### config.mk
export PLATFORM = sky130hd
export DESIGN_NAME = instr_sequencer_flat
export DESIGN_NICKNAME = d
export VERILOG_FILES = /design/src/rtl/instr_sequencer_if.sv /design/src/rtl/instr_sequencer.sv /design/src/flat_wrapper.sv
export SDC_FILE = /design/constraint.sdc
export NUM_CORES = 1
export LEC_CHECK = 0
export ABC_CLOCK_PERIOD_IN_PS = 2940
export CELL_PAD_IN_SITES_DETAIL_PLACEMENT = 1
export CELL_PAD_IN_SITES_GLOBAL_PLACEMENT = 1
export CORE_AREA = 2 2 215 217
export DETAILED_ROUTE_END_ITERATION = 8
export DIE_AREA = 0 0 217 219
export HOLD_SLACK_MARGIN = 0.05
export PLACE_DENSITY = 0.53
export SLEW_MARGIN = 30
export SYNTH_ARGS = -nofsm -noshare
export SYNTH_HDL_FRONTEND = slang
export SYNTH_SLANG_ARGS = --single-unit
### constraint.sdc
create_clock -name clk -period 2.94 [get_ports clk]
set_input_delay 0.441 -clock clk [delete_from_list [all_inputs] [get_ports clk]]
set_output_delay 0.441 -clock clk [all_outputs]
set_load 0.01 [all_outputs]
### src/rtl/instr_sequencer_if.sv
// ----------------------------------------------------------------------------
// instr_sequencer_if
// Sequencer <-> CPU handshake bundle.
//   master : the sequencer; drives run and the din word, watches CPU strobes.
//   slave  : the CPU; consumes run/din, drives ir_en, din_en, done, dout_en
//            and presents cpu_bus alongside dout_en.
// Signals:
//   run      CPU run enable
//   din      word presented to the CPU (mem[pc])
//   ir_en    CPU fetch strobe (current word consumed as an instruction)
//   din_en   CPU immediate strobe (current word consumed as MVI data)
//   done     CPU instruction-complete strobe
//   dout_en  CPU output strobe
//   cpu_bus  CPU bus value, valid while dout_en=1
// ----------------------------------------------------------------------------
interface instr_sequencer_if #(
    parameter int unsigned DW = 9
);
    logic          run;
    logic [DW-1:0] din;
    logic          ir_en;
    logic          din_en;
    logic          done;
    logic          dout_en;
    logic [DW-1:0] cpu_bus;

    modport master (
        output run,
        output din,
        input  ir_en,
        input  din_en,
        input  done,
        input  dout_en,
        input  cpu_bus
    );

    modport slave (
        input  run,
        input  din,
        output ir_en,
        output din_en,
        output done,
        output dout_en,
        output cpu_bus
    );
endinterface

### src/rtl/instr_sequencer.sv
// ----------------------------------------------------------------------------
// instr_sequencer
// Program-side partner of the CPU control unit. Holds a DEPTH x 9-bit program,
// presents mem[pc] to the CPU, and advances pc on the CPU's fetch/immediate
// strobes. A word whose opcode field equals HALT_OP ends the program without
// ever being handed to the CPU. Output words written by the CPU are captured.
//
// Optional feature macro: SEQ_SINGLE_STEP_EN
//   Adds step_mode/step inputs and a PAUSE state: with step_mode=1 every
//   completed instruction parks the sequencer in PAUSE until a step pulse.
//
// Ports:
//   clk          system clock, rising edge
//   reset        asynchronous, active-high reset
//   load_en      program write strobe (honoured in IDLE and HALT only)
//   load_addr    program write address
//   load_data    program word
//   start        begin execution from address 0 (ignored while running)
//   step_mode    (SEQ_SINGLE_STEP_EN) pause after each completed instruction
//   step         (SEQ_SINGLE_STEP_EN) resume from PAUSE
//   cpu          handshake bundle (run, din, ir_en, din_en, done, dout_en,
//                cpu_bus); run and din are combinational
//   pc           current program address
//   busy         high in RUN (and PAUSE)
//   halted       high in HALT
//   out_valid    one-cycle pulse per captured output word
//   out_data     last captured output word
//   instr_count  completed instructions since start, saturating
// ----------------------------------------------------------------------------
module instr_sequencer #(
    parameter int unsigned DEPTH   = 32,
    parameter int unsigned AW      = 5,
    parameter logic [2:0]  HALT_OP = 3'b111
) (
    input  logic                 clk,
    input  logic                 reset,
    input  logic                 load_en,
    input  logic [AW-1:0]        load_addr,
    input  logic [8:0]           load_data,
    input  logic                 start,
`ifdef SEQ_SINGLE_STEP_EN
    input  logic                 step_mode,
    input  logic                 step,
`endif
    instr_sequencer_if.master    cpu,
    output logic [AW-1:0]        pc,
    output logic                 busy,
    output logic                 halted,
    output logic                 out_valid,
    output logic [8:0]           out_data,
    output logic [15:0]          instr_count
);

    localparam int unsigned WW = 9;
    localparam int unsigned CW = 16;

`ifdef SEQ_SINGLE_STEP_EN
    typedef enum logic [1:0] {
        S_IDLE  = 2'd0,
        S_RUN   = 2'd1,
        S_HALT  = 2'd2,
        S_PAUSE = 2'd3
    } state_t;
`else
    typedef enum logic [1:0] {
        S_IDLE = 2'd0,
        S_RUN  = 2'd1,
        S_HALT = 2'd2
    } state_t;
`endif

    state_t          state_q;
    state_t          state_d;
    logic [AW-1:0]   pc_d;
    logic [CW-1:0]   count_d;
    logic            mem_we;
    logic            run_c;
    logic            strobe_any;
    logic            halt_hit;
    logic [WW-1:0]   din_c;
    logic [WW-1:0]   mem [DEPTH];

    // Program store: write-only from the loader, no reset so a program
    // survives a mid-run reset.
    always_ff @(posedge clk) begin
        if (mem_we) begin
            mem[load_addr] <= load_data;
        end
    end

    assign din_c   = mem[pc];
    assign cpu.din = din_c;
    assign cpu.run = run_c;

    // Any CPU activity this cycle means the current word is still in use,
    // so a halt opcode is only acted on in a quiet cycle.
    assign strobe_any = cpu.ir_en | cpu.din_en | cpu.done | cpu.dout_en;
    assign halt_hit   = (state_q == S_RUN) && (din_c[8:6] == HALT_OP) && !strobe_any;

    // Next-state, pc/count update and combinational run.
    always_comb begin
        state_d = state_q;
        pc_d    = pc;
        count_d = instr_count;
        mem_we  = 1'b0;
        run_c   = 1'b0;

        case (state_q)
            S_IDLE, S_HALT: begin
                mem_we = load_en;
                if (start) begin
                    state_d = S_RUN;
                    pc_d    = '0;
                    count_d = '0;
                end
            end

            S_RUN: begin
                // run drops in the detection cycle so the CPU never fetches the halt word
                run_c = !halt_hit;
                if (halt_hit) begin
                    state_d = S_HALT;
                end else begin
                    // DEPTH == 2**AW, so the natural AW-bit rollover gives the wrap
                    if (cpu.ir_en || cpu.din_en) begin
                        pc_d = pc + AW'(1);
                    end
                    if (cpu.done && (instr_count != {CW{1'b1}})) begin
                        count_d = instr_count + CW'(1);
                    end
`ifdef SEQ_SINGLE_STEP_EN
                    if (step_mode && cpu.done) begin
                        state_d = S_PAUSE;
                    end
`endif
                end
            end

`ifdef SEQ_SINGLE_STEP_EN
            S_PAUSE: begin
                if (step) begin
                    state_d = S_RUN;
                end
            end
`endif

            default: begin
                state_d = S_IDLE;
            end
        endcase
    end

    // State and registered status/output capture.
    always_ff @(posedge clk or posedge reset) begin
        if (reset) begin
            state_q     <= S_IDLE;
            pc          <= '0;
            instr_count <= '0;
            busy        <= 1'b0;
            halted      <= 1'b0;
            out_valid   <= 1'b0;
            out_data    <= '0;
        end else begin
            state_q     <= state_d;
            pc          <= pc_d;
            instr_count <= count_d;
`ifdef SEQ_SINGLE_STEP_EN
            busy        <= (state_d == S_RUN) || (state_d == S_PAUSE);
`else
            busy        <= (state_d == S_RUN);
`endif
            halted      <= (state_d == S_HALT);
            out_valid   <= cpu.dout_en;
            if (cpu.dout_en) begin
                out_data <= cpu.cpu_bus;
            end
        end
    end

endmodule

### src/flat_wrapper.sv
// flat-port wrapper written by rule: the top's interface ports become plain ports
module instr_sequencer_flat 
#(
    parameter int unsigned DEPTH   = 32,
    parameter int unsigned AW      = 5,
    parameter logic [2:0]  HALT_OP = 3'b111
)
  (clk, reset, load_en, load_addr, load_data, start, pc, busy, halted, out_valid, out_data, instr_count, cpu_run, cpu_din, cpu_ir_en, cpu_din_en, cpu_done, cpu_dout_en, cpu_cpu_bus);
  instr_sequencer_if cpu_i ();
  input  logic clk;
  input  logic reset;
  input  logic load_en;
  input  logic [AW-1:0] load_addr;
  input  logic [8:0] load_data;
  input  logic start;
  output logic [AW-1:0] pc;
  output logic busy;
  output logic halted;
  output logic out_valid;
  output logic [8:0] out_data;
  output logic [15:0] instr_count;
  output wire logic [$bits(cpu_i.run)-1:0] cpu_run;
  output wire logic [$bits(cpu_i.din)-1:0] cpu_din;
  input wire logic [$bits(cpu_i.ir_en)-1:0] cpu_ir_en;
  input wire logic [$bits(cpu_i.din_en)-1:0] cpu_din_en;
  input wire logic [$bits(cpu_i.done)-1:0] cpu_done;
  input wire logic [$bits(cpu_i.dout_en)-1:0] cpu_dout_en;
  input wire logic [$bits(cpu_i.cpu_bus)-1:0] cpu_cpu_bus;
  assign cpu_run = cpu_i.run;
  assign cpu_din = cpu_i.din;
  assign cpu_i.ir_en = cpu_ir_en;
  assign cpu_i.din_en = cpu_din_en;
  assign cpu_i.done = cpu_done;
  assign cpu_i.dout_en = cpu_dout_en;
  assign cpu_i.cpu_bus = cpu_cpu_bus;
  instr_sequencer #(.DEPTH(DEPTH), .AW(AW), .HALT_OP(HALT_OP)) u_core (.clk(clk), .reset(reset), .load_en(load_en), .load_addr(load_addr), .load_data(load_data), .start(start), .cpu(cpu_i), .pc(pc), .busy(busy), .halted(halted), .out_valid(out_valid), .out_data(out_data), .instr_count(instr_count));
endmodule
# Yosys cells after proc, flatten, opt, wreduce, memory -nomap -nowiden

Memories as Yosys holds them, arrays and structs flattened.
Index checks and enable logic that the tools add are counted.

Add/sub/neg operators: 2
Eq/ne operators: 10
Muxes and demuxes: 15
Bitwise gates (word level): 3
Reductions and logical operators: 11

Operators with widths:

| kind                                                            | count |
|---|---|
| 16-bit 2-to-1 mux                                               | 3 |
| 16-bit one-hot mux with 2 select lines                          | 1 |
| 16-bit by 1-bit adder with 16-bit output, second input constant | 1 |
| 16-bit inequality test, second input constant                   | 1 |
| 5-bit 2-to-1 mux                                                | 3 |
| 5-bit one-hot mux with 2 select lines                           | 1 |
| 2-bit inequality test, second input constant                    | 4 |
| 4-bit AND reduction                                             | 2 |
| 5-bit by 1-bit adder with 5-bit output, second input constant   | 1 |
| 2-bit by 1-bit == test with 1-bit output, second input constant | 2 |
| 2-bit == test, second input constant                            | 2 |
| 1-bit 2-to-1 mux                                                | 4 |
| 2-bit 2-to-1 mux                                                | 2 |
| 2-bit one-hot mux with 2 select lines                           | 1 |
| 3-bit == test, second input constant                            | 1 |
| 1-bit logical AND                                               | 3 |
| 1-bit bitwise OR                                                | 3 |
| 1-bit logical NOT                                               | 2 |
| 2-bit logical NOT                                               | 1 |
| 2-bit nonzero test                                              | 1 |
| 2-bit OR reduction                                              | 1 |
| 1-bit logical OR                                                | 1 |

Register bits: 35
RAM bits: 288
Input port bits: 31
Output and inout port bits: 43
Word-level logic and storage cells: 49
Memories kept: 1

Memories:

| name       | words | bits a word | read ports | clocked after memory_dff | wr ports | RTL line              | source |
|---|---|---|---|---|---|---|---|
| u_core.mem | 32    | 9           | 1          | 0                        | 1        | instr_sequencer.sv:81 | `logic [WW-1:0] mem [DEPTH];` |

# Longest topological paths before layout

Gate-level depths: netlist (run 1).

Word-level depth: 8
Gate-level depth with buffers: 9
Gate-level depth less buffers: 7

# Worst setup path after synthesis (run 1)

Ideal clock, no wire load.

Kind: reg2out
From: register u_core.pc[1]
To: output port cpu_din[0]
Arrival: 2.211 ns
Required time: 2.499 ns
Setup slack: 0.288 ns
Stages on the path, launching flop included: 7
Buffers on the path: 3
Path through: dfrtp_1 -> buf_2 -> buf_2 -> buf_1 -> mux4_2 -> mux4_2 -> mux2_2

Longest elaborated chain between the ends: 1

RTL lines:

| item                     | RTL line               | source |
|---|---|---|
| start: declaration       | instr_sequencer.sv:46  | `output logic [AW-1:0] pc,` |
| start signal: assignment | instr_sequencer.sv:165 | `pc <= pc_d;` |
| memory 32 x 9 bit        | -                      |  |
| end: declaration         | flat_wrapper.sv:23     | `output wire logic [$bits(cpu_i.din)-1:0] cpu_din;` |

Every way passes these cells.

# Worst setup path after layout (run 1)

From: register u_core.pc[0]
To: output port cpu_run

Longest elaborated chain between the ends: 6

RTL lines:

| item                            | RTL line               | source |
|---|---|---|
| memory 32 x 9 bit               | -                      |  |
| 3-bit == test                   | instr_sequencer.sv:98  | `assign halt_hit = (state_q == S_RUN) && (din_c[8:6] == HALT_OP) && !strobe_any;` |
| 1-bit logical AND (2 in series) | instr_sequencer.sv:98  |  |
| 1-bit logical NOT               | instr_sequencer.sv:120 | `run_c = !halt_hit;` |
| 1-bit 2-to-1 mux                | instr_sequencer.sv:108 | `case (state_q)` |
| end: declaration                | flat_wrapper.sv:22     | `output wire logic [$bits(cpu_i.run)-1:0] cpu_run;` |

Every way passes these cells.

==> run summary, run 1 <==
status = finished, violations left
violations in the final reports = setup timing
RSZ-0062 raised after global routing = true
Wirelength per Cell = 21.6 um
Vias/cell = 4.70
Clock Sinks = 323
minimum clock period = 3300 ps
Initial Util = 28.7%
Port Buffer Count = 73
routed via count = 7202
syn nets = 734
Worst Setup End Kind = output pin
#FFs+latches synth = 323
Slowest-stage cell, CP = dfrtp_4
largest net degree at the start of global routing = 33
most common cell after layout, fill and taps aside = edfxtp_1
synthesized cell area = 0.0129 mm^2
DRT iter0 DRCs = 438
Post-Syn Instances = 701
prevailing post-synth register cell = edfxtp_1
syn_area_per_cell = 18.4 um^2
final slew viol count = 0
Static Leak = 5.77 nW
Pre-antenna DRT Iters = 5
placed cells = 1440
Setup Crit Path Kind = flip-flop to output pin
Antenna Nets Post-Route = 0
share of the yosys chip area belonging to registers = 73.7%
crit start category = flip-flop
half-perimeter wire length after placement = 21700 um
non-filler cells, final = 1531
final hold viol count = 0
Worst Tran Pin Value = 839 ps
arrival time worst endpoint = 2860 ps
ANT cells = 0
fmax = 0.303 GHz
Place WS = -133 ps
Die X-Extent = 217 um
total track usage = 14.2%
met2 Track Usage GR = 24.5%
CP Data Required Time = 2500 ps
EDFF count, synth = 288
CP max FO = 5
vias in the first global route = 7727
Die Y = 219 um
final worst slack = -360 ps
clock root cell = clkbuf_16
slew margin rel. = 44.0%
area grow syn2layout = 29.5%
Tcrit/Tclk final = 112%
core area = 0.0451 mm^2
Yosys top cell area share = 66.9%
routing usage on met1 = 18.9%
yosys synthesis warning count = 0
clock tree buffer depth = 3
most frequent cells in the layout = edfxtp_1, buf_4, clkdlybuf4s50_1
peak supply drop = 0.362 mV
WL final = 33000 um
Final nets = 942
DRC Markers = 0
Pwr Density = 884 mW/mm^2
total gr overflow = 0
busiest layer in global routing = met2
top post-synthesis cells by area = edfxtp_1, mux4_2, dfrtp_1
max incr delay on CP = 510 ps
final setup vio count = 10
Rows = 78
worst hold path type = input port to async pin
Final Skew = 18.6 ps
Setup Total Neg Slack = -2510 ps
Distinct cells, synth = 41
CTS Buf Count = 37
TritonCTS clock tree = built
Clock Latency Late Sink = 520 ps
Reg clk slew, reported paths = 60 ps
Die Area = 0.0475 mm^2
total power = 0.0148 W
Ports = 74
Final Wtd Congestion = 0.701
Post-synth ARST share = 10.8%
post-synth top area cell = edfxtp_1
Layout fillers = 4520
critical-path cell list = buf_6, buf_12, buf_16, buf_12, buf_6, mux2i_1, a22oi_1, and3_1, a31oi_1, buf_4, a32oi_4, a21oi_2, buf_2
met3 usage = 2.11%
H-tree depth = 2
share of cells above drive strength 1 = 30.3%
max_cap viols = 0
first-pass GRT wire length = 50500 um
initial antenna violation count = 0
critical path, delay by kind of cell (launching register included):
| kind | cells | cell delay [ps] |
|---|---|---|
| buffers and inverters | 7 | 960 |
| flip-flops | 1 | 510 |
| AND/OR/NAND/NOR | 1 | 220 |
| multiplexers | 1 | 110 |
| AO/OA/AOI/OAI | 4 | 550 |
kinds of logic after synthesis:
family / share of synthesized area (%)
buffers and inverters: 1.65
DFF: 73.7
and+or+nand+nor: 4.82
adders and majority gates: 0.194
muxes: 15.5
AOI/OAI and AO/OA: 4.15
per-stage QoR:
step / utilization, % / hold WS [ps] / area, um^2
final: 37.1 / 402 / 16700
after global routing: 37.1 / 464 / 16700
after CTS: 37.1 / 415 / 16700
after detailed placement: 33.4 / 497 / 15000
after global placement: 33.4 / 493 / 15100
after floorplan: - / 472 / 12900
area by class of cell:
class / count / area, um^2 / area share [%]
tap: 600 / 751 / 4.48
timing repair buffer: 204 / 1990 / 11.9
inverter: 5 / 18.8 / 0.112
clock inverter: 17 / 199 / 1.19
clock buffer: 44 / 973 / 5.82
multi-input combinational: 338 / 3270 / 19.6
sequential: 323 / 9530 / 56.9
report_power, final:
group | switching, W | internal [W] | leakage, nW
clock network | 0.00179 | 0.00271 | 0.557
logic | 0.00230 | 0.00278 | 2.19
registers | 0.000109 | 0.00511 | 3.03
cell usage after synthesis (6+ instances only):
cell,number
a21oi_1,22
a22o_1,7
a22oi_1,9
and3_1,7
buf_4,9
clkbuf_1,14
dfrtp_1,35
edfxtp_1,288
mux2_2,17
mux2i_1,46
mux4_2,60
nand2_1,33
nand2b_1,6
nand3_1,13
nor2_1,40
o21ai_0,24
or3_1,6
what timing repair did:
item	CTS	global route
setup buffers	25	4
setup endpoints to repair	10	14
pin swaps	7	8
hold buffers	0	0
gates resized for setup	72	10
gates cloned	5	0
metal layers:
layer / wire length, um / up-vias
met3: 1320 / 42
met4: 553 / 0
met2: 16800 / 136
met5: 0 / -
met1: 14300 / 3767
li1: - / 3257
registers in the layout, summed over array words and instances, names as in the netlist:
| name | cells |
|---|---|
| u_core.pc | 5 |
| u_core.out_data | 9 |
| u_core.mem | 288 |
| u_core.instr_count | 16 |
| u_core.busy | 1 |
| u_core.halted | 1 |
| u_core.state_q | 2 |
| u_core.out_valid | 1 |
path summary, 6_finish.rpt:
check	slack (ps)	depth (start not counted)	to	from
min	400	2	u_core.out_data[7]$_DFFE_PP0P_	reset
max	-360	13	cpu_run	u_core.pc[0]$_DFFE_PP0P_
max in group asynchronous	1880	3	u_core.instr_count[12]$_DFFE_PP0P_	reset
min reg2reg	510	1	u_core.out_data[5]$_DFFE_PP0P_	u_core.out_data[5]$_DFFE_PP0P_
max reg2reg	130	15	u_core.state_q[1]$_DFF_PP0_	u_core.pc[0]$_DFFE_PP0P_
min in group clk	440	1	u_core.mem[19][1]$_DFFE_PP_	load_data[1]
No activity file was read; power rests on OpenSTA's default activity.
==> run 2, diff against run 1 <==
--- a/config.mk
+++ b/config.mk
@@ -12,6 +12,7 @@
 export DETAILED_ROUTE_END_ITERATION = 8
 export DIE_AREA = 0 0 217 219
 export HOLD_SLACK_MARGIN = 0.05
+export MAX_ROUTING_LAYER = met4
 export PLACE_DENSITY = 0.53
 export SLEW_MARGIN = 30
 export SYNTH_ARGS = -nofsm -noshare
==> run summary, run 2 (synthesis gave the netlist of run 1 again) <==
status = finished, violations left
violations in the final reports = setup timing
total track usage = 14.7%
Pre-antenna DRT Iters = 5
sw frac = 28.3%
clock root cell = clkbuf_16
cell internal pwr = 0.0106 W
Initial Util = 28.7%
most frequent cells in the layout = edfxtp_1, buf_4, clkdlybuf4s50_1
placed cells = 1440
routed via count = 7206
Setup Crit Path Kind = flip-flop to output pin
Largest register FFs = 288
RSZ-0062 raised after global routing = true
Slowest-stage cell, CP = dfrtp_4
Final Skew = 18.1 ps
Top reg by flops = u_core.mem
CP bufs+invs = 7
Worst Tran Pin Value = 836 ps
Place WS = -133 ps
Antenna Nets Post-Route = 0
share of cells above drive strength 1 = 30.3%
Vias/cell = 4.71
Port Buffer Count = 73
Pwr Density = 883 mW/mm^2
Die Y = 219 um
minimum clock period = 3300 ps
fmax = 0.303 GHz
critical-path cell list = buf_6, buf_12, buf_16, buf_12, buf_6, mux2i_1, a22oi_1, and3_1, a31oi_1, buf_4, a32oi_4, a21oi_2, buf_2
final worst slack = -358 ps
clock share of power = 30.3%
slew margin rel. = 44.2%
Rows = 78
Die Area = 0.0475 mm^2
final hold viol count = 0
Worst Setup End Kind = output pin
sequential share of power = 35.3%
Ports = 74
Layout fillers = 4520
core area = 0.0451 mm^2
DRT iter0 DRCs = 473
delay-heaviest family, CP = buffers and inverters
largest net degree at the start of global routing = 33
R2R Setup Slk = 130 ps
first-pass GRT wire length = 50400 um
clock tree buffer depth = 3
Static Leak = 5.77 nW
Reg clk slew, reported paths = 60 ps
H-tree depth = 2
max incr delay on CP = 510 ps
vias in the first global route = 7697
Clock Latency Late Sink = 520 ps
Wirelength per Cell = 21.5 um
CP max FO = 5
arrival time worst endpoint = 2860 ps
Tcrit/Tclk final = 112%
CTS Buf Count = 37
worst hold path type = input port to async pin
WL final = 33000 um
TritonCTS clock tree = built
half-perimeter wire length after placement = 21700 um
Hold WS = 401 ps
Comb pwr share = 34.4%
Final nets = 942
non-filler cells, final = 1531
Die X-Extent = 217 um
initial antenna violation count = 0
peak supply drop = 0.362 mV
max_cap viols = 0
Clock Sinks = 323
Post-CTS Hold Fix Bufs = 0
final slew viol count = 0
Largest regs = u_core.mem: 288 flops, u_core.instr_count: 16 flops, u_core.out_data: 9 flops
most common cell after layout, fill and taps aside = edfxtp_1
area grow syn2layout = 29.5%
crit start category = flip-flop
CP Data Required Time = 2500 ps
final setup vio count = 10
Final Wtd Congestion = 0.709
ANT cells = 0
DRC Markers = 0
switching pwr = 0.00418 W
total gr overflow = 0
## run 2: final cells by class
| type | instances | area, um^2 | area share [%] |
|---|---|---|---|
| sequential | 323 | 9530 | 56.9 |
| multi-input combinational | 338 | 3270 | 19.6 |
| timing repair buffer | 204 | 1990 | 11.9 |
| clock buffer | 44 | 973 | 5.82 |
| tap | 600 | 751 | 4.48 |
| clock inverter | 17 | 199 | 1.19 |
| inverter | 5 | 18.8 | 0.112 |
## run 2: per-stage QoR
stage | util [%] | power (W) | setup TNS (ps) | instance area (um^2)
floorplan | - | 0.00779 | 0 | 12900
global placement | 33.4 | 0.00955 | -416 | 15100
detailed placement | 33.4 | 0.00957 | -559 | 15000
CTS | 37.1 | 0.0149 | -3550 | 16700
global route | 37.1 | 0.0155 | -3400 | 16700
finish | 37.1 | 0.0148 | -2510 | 16700
## run 2: final timing paths
path                                                 from                            endpoint  cells after the start
min in group clk                             load_data[1]         u_core.mem[19][1]$_DFFE_PP_                      1
max in group asynchronous                           reset  u_core.instr_count[12]$_DFFE_PP0P_                      3
min                                                 reset      u_core.out_data[7]$_DFFE_PP0P_                      2
max                              u_core.pc[0]$_DFFE_PP0P_                             cpu_run                     13
max reg2reg                      u_core.pc[0]$_DFFE_PP0P_         u_core.state_q[1]$_DFF_PP0_                     15
min reg2reg                u_core.out_data[5]$_DFFE_PP0P_      u_core.out_data[5]$_DFFE_PP0P_                      1
## run 2: power by group through the flow
stage | logic, W | registers (W) | clock network (W)
after floorplan | 0.00249 | 0.00530 | 0
after global placement | 0.00423 | 0.00532 | 0
after detailed placement | 0.00424 | 0.00533 | 0
after CTS | 0.00508 | 0.00522 | 0.00460
after global routing | 0.00546 | 0.00524 | 0.00479
final | 0.00508 | 0.00522 | 0.00448
## run 2: repair_timing
action	in CTS	in global routing
endpoints found under the setup margin	10	14
gates cloned	5	0
pin swaps	7	8
resized for setup	72	10
buffers inserted	25	4
## run 2: metal layers
| layer | global-route usage, % | vias up | wire [um] |
|---|---|---|---|
| met5 | - | - | 0 |
| met4 | 3.61 | 0 | 548 |
| met3 | 2.18 | 44 | 1270 |
| met2 | 24.5 | 131 | 16800 |
| met1 | 18.9 | 3783 | 14300 |
| li1 | - | 3248 | - |
## run 2: worst reg2reg max path, stage by stage (launching register included)
cell	delay, ps
dfrtp_4	510
buf_6	140
buf_12	130
buf_16	140
buf_12	130
mux2i_1	110
a22o_1	220
a211oi_2	250
a21oi_2	90
a2111oi_4	340
buf_4	160
buf_4	90
buf_4	90
buf_4	90
buf_4	110
a32o_1	140
==> run 3, diff against run 2 <==
--- a/config.mk
+++ b/config.mk
@@ -8,9 +8,9 @@
 export ABC_CLOCK_PERIOD_IN_PS = 2940
 export CELL_PAD_IN_SITES_DETAIL_PLACEMENT = 1
 export CELL_PAD_IN_SITES_GLOBAL_PLACEMENT = 1
-export CORE_AREA = 2 2 215 217
+export CORE_AREA = 10 10 223 225
 export DETAILED_ROUTE_END_ITERATION = 8
-export DIE_AREA = 0 0 217 219
+export DIE_AREA = 0 0 233 235
 export HOLD_SLACK_MARGIN = 0.05
 export MAX_ROUTING_LAYER = met4
 export PLACE_DENSITY = 0.53
==> run summary, run 3 (synthesis gave the netlist of run 1 again) <==
Clock Sinks = 323
most common cell after layout, fill and taps aside = edfxtp_1
Pre-antenna DRT Iters = 4
Reg clk slew, reported paths = 60 ps
peak supply drop = 0.333 mV
Pwr Density = 877 mW/mm^2
Top reg by flops = u_core.mem
first-pass GRT wire length = 50600 um
max_cap viols = 0
routed via count = 7083
largest net degree at the start of global routing = 33
total gr overflow = 0
vias in the first global route = 7638
final setup vio count = 8
crit-path most repeated cell = buf_12
clock tree buffer depth = 3
Final Wtd Congestion = 0.744
total power = 0.0146 W
Die Area = 0.0548 mm^2
CP Data Required Time = 2500 ps
ANT cells = 0
H-tree depth = 2
status = finished, violations left
CP bufs+invs = 4
Antenna Nets Post-Route = 0
slew margin rel. = 53.4%
max incr delay on CP = 500 ps
arrival time worst endpoint = 2820 ps
most frequent cells in the layout = edfxtp_1, buf_4, clkdlybuf4s50_1
Setup Crit Path Kind = flip-flop to output pin
Die X-Extent = 233 um
TritonCTS clock tree = built
crit start category = flip-flop
DRC Markers = 0
Tcrit/Tclk final = 111%
Final Util = 36.9%
CTS Buf Count = 36
Final nets = 933
final worst slack = -321 ps
Largest regs = u_core.mem: 288 flops, u_core.instr_count: 16 flops, u_core.out_data: 9 flops
Static Leak = 5.70 nW
Worst Tran Pin Value = 698 ps
worst hold path type = input port to async pin
placed cells = 1446
clock root cell = clkbuf_16
Post-CTS Hold Fix Bufs = 0
RSZ-0062 raised after global routing = true
Die Y = 235 um
Crit path depth = 7
critical-path cell list = buf_12, buf_12, buf_12, mux4_2, mux4_2, mux2_4, buf_6
Worst Setup End Kind = output pin
FF-to-FF path depth = 11
Port Buffer Count = 73
non-filler cells, final = 1525
final hold viol count = 0
delay-heaviest family, CP = multiplexers
share of cells above drive strength 1 = 30.7%
Wirelength per Cell = 22.0 um
CP max FO = 7
initial antenna violation count = 0
Largest register FFs = 288
Final Skew = 17.8 ps
core area = 0.0451 mm^2
Setup Total Neg Slack = -2100 ps
half-perimeter wire length after placement = 22600 um
WL final = 33500 um
worst flop-to-flop path startpoint = u_core.pc[0]$_DFFE_PP0P_
area grow syn2layout = 28.6%
DRT iter0 DRCs = 475
total track usage = 12.6%
Initial Util = 28.7%
Slowest-stage cell, CP = dfrtp_4
Rows = 78
Clock Latency Late Sink = 530 ps
Ports = 74
Place WS = -139 ps
final slew viol count = 0
fmax = 0.307 GHz
violations in the final reports = setup timing
minimum clock period = 3260 ps
Crit. Startpoint = u_core.pc[0]$_DFFE_PP0P_
Vias/cell = 4.64
run 3: changes by cell type in the layout (fill, tap and decap cells not counted), sizes merged:
cell	delta
buf	-10
inv	+2
clkinv	+4
clkinvlp	-4
bufinv	-2
clkdlybuf4s50	+1
clkdlybuf4s15	-1
clkbuf	+3
bufbuf	+1
run 3: final timing paths:
path / endpoint / slack (ps)
max in group asynchronous: u_core.instr_count[5]$_DFFE_PP0P_ / 1840
max reg2reg: u_core.busy$_DFF_PP0_ / 550
min: u_core.out_data[7]$_DFFE_PP0P_ / 340
min reg2reg: u_core.out_data[5]$_DFFE_PP0P_ / 510
max: cpu_din[1] / -320
min in group clk: u_core.out_data[5]$_DFFE_PP0P_ / 510
run 3: per-stage QoR:
stage | hold WS, ps | area, um^2
5_1_grt | 402 | 16600
4_1_cts | 352 | 16500
6_report | 341 | 16600
2_1_floorplan | 472 | 12900
3_3_place_gp | 489 | 15100
3_5_place_dp | 500 | 15100
run 3: area by class of cell:
cell class	count	area, um^2
clock buffers	46	960
clock inverters	17	138
fillers	4539	28500
inverters	5	18.8
multi-input cells	338	3350
flip-flops and latches	323	9530
well taps	600	751
repair buffers	196	1880
run 3: report_power, final:
| part | internal [W] | switching, W |
|---|---|---|
| combinational | 0.00274 | 0.00238 |
| sequential | 0.00511 | 0.000105 |
| clock | 0.00248 | 0.00175 |
| total | 0.0103 | 0.00424 |
run 3: what timing repair did:
| action | 4_1_cts | 5_1_grt |
|---|---|---|
| cloned | 4 | 1 |
| pin swaps | 7 | 14 |
| buffers inserted | 12 | 2 |
| setup endpoints to repair | 10 | 10 |
| resized for setup | 71 | 31 |
run 3: routing by layer:
metal  part of all wire, %  wire length, um  global-route usage [%]  vias to the layer above
met1                    44            14600                    15.8                     3739
met5                     0                0                       -                        -
met2                    52            17400                    21.0                       90
li1                      -                -                       -                     3218
met4                   1.7              586                    3.26                        0
met3                   2.7              915                    1.70                       36
run 3: worst register-to-register path: cells and delay by family (launching register included):
kind                   cells  cell delay, ps
DFF                        1             500
muxes                      1             150
buffers and inverters      5             760
AOI/OAI and AO/OA          5             840
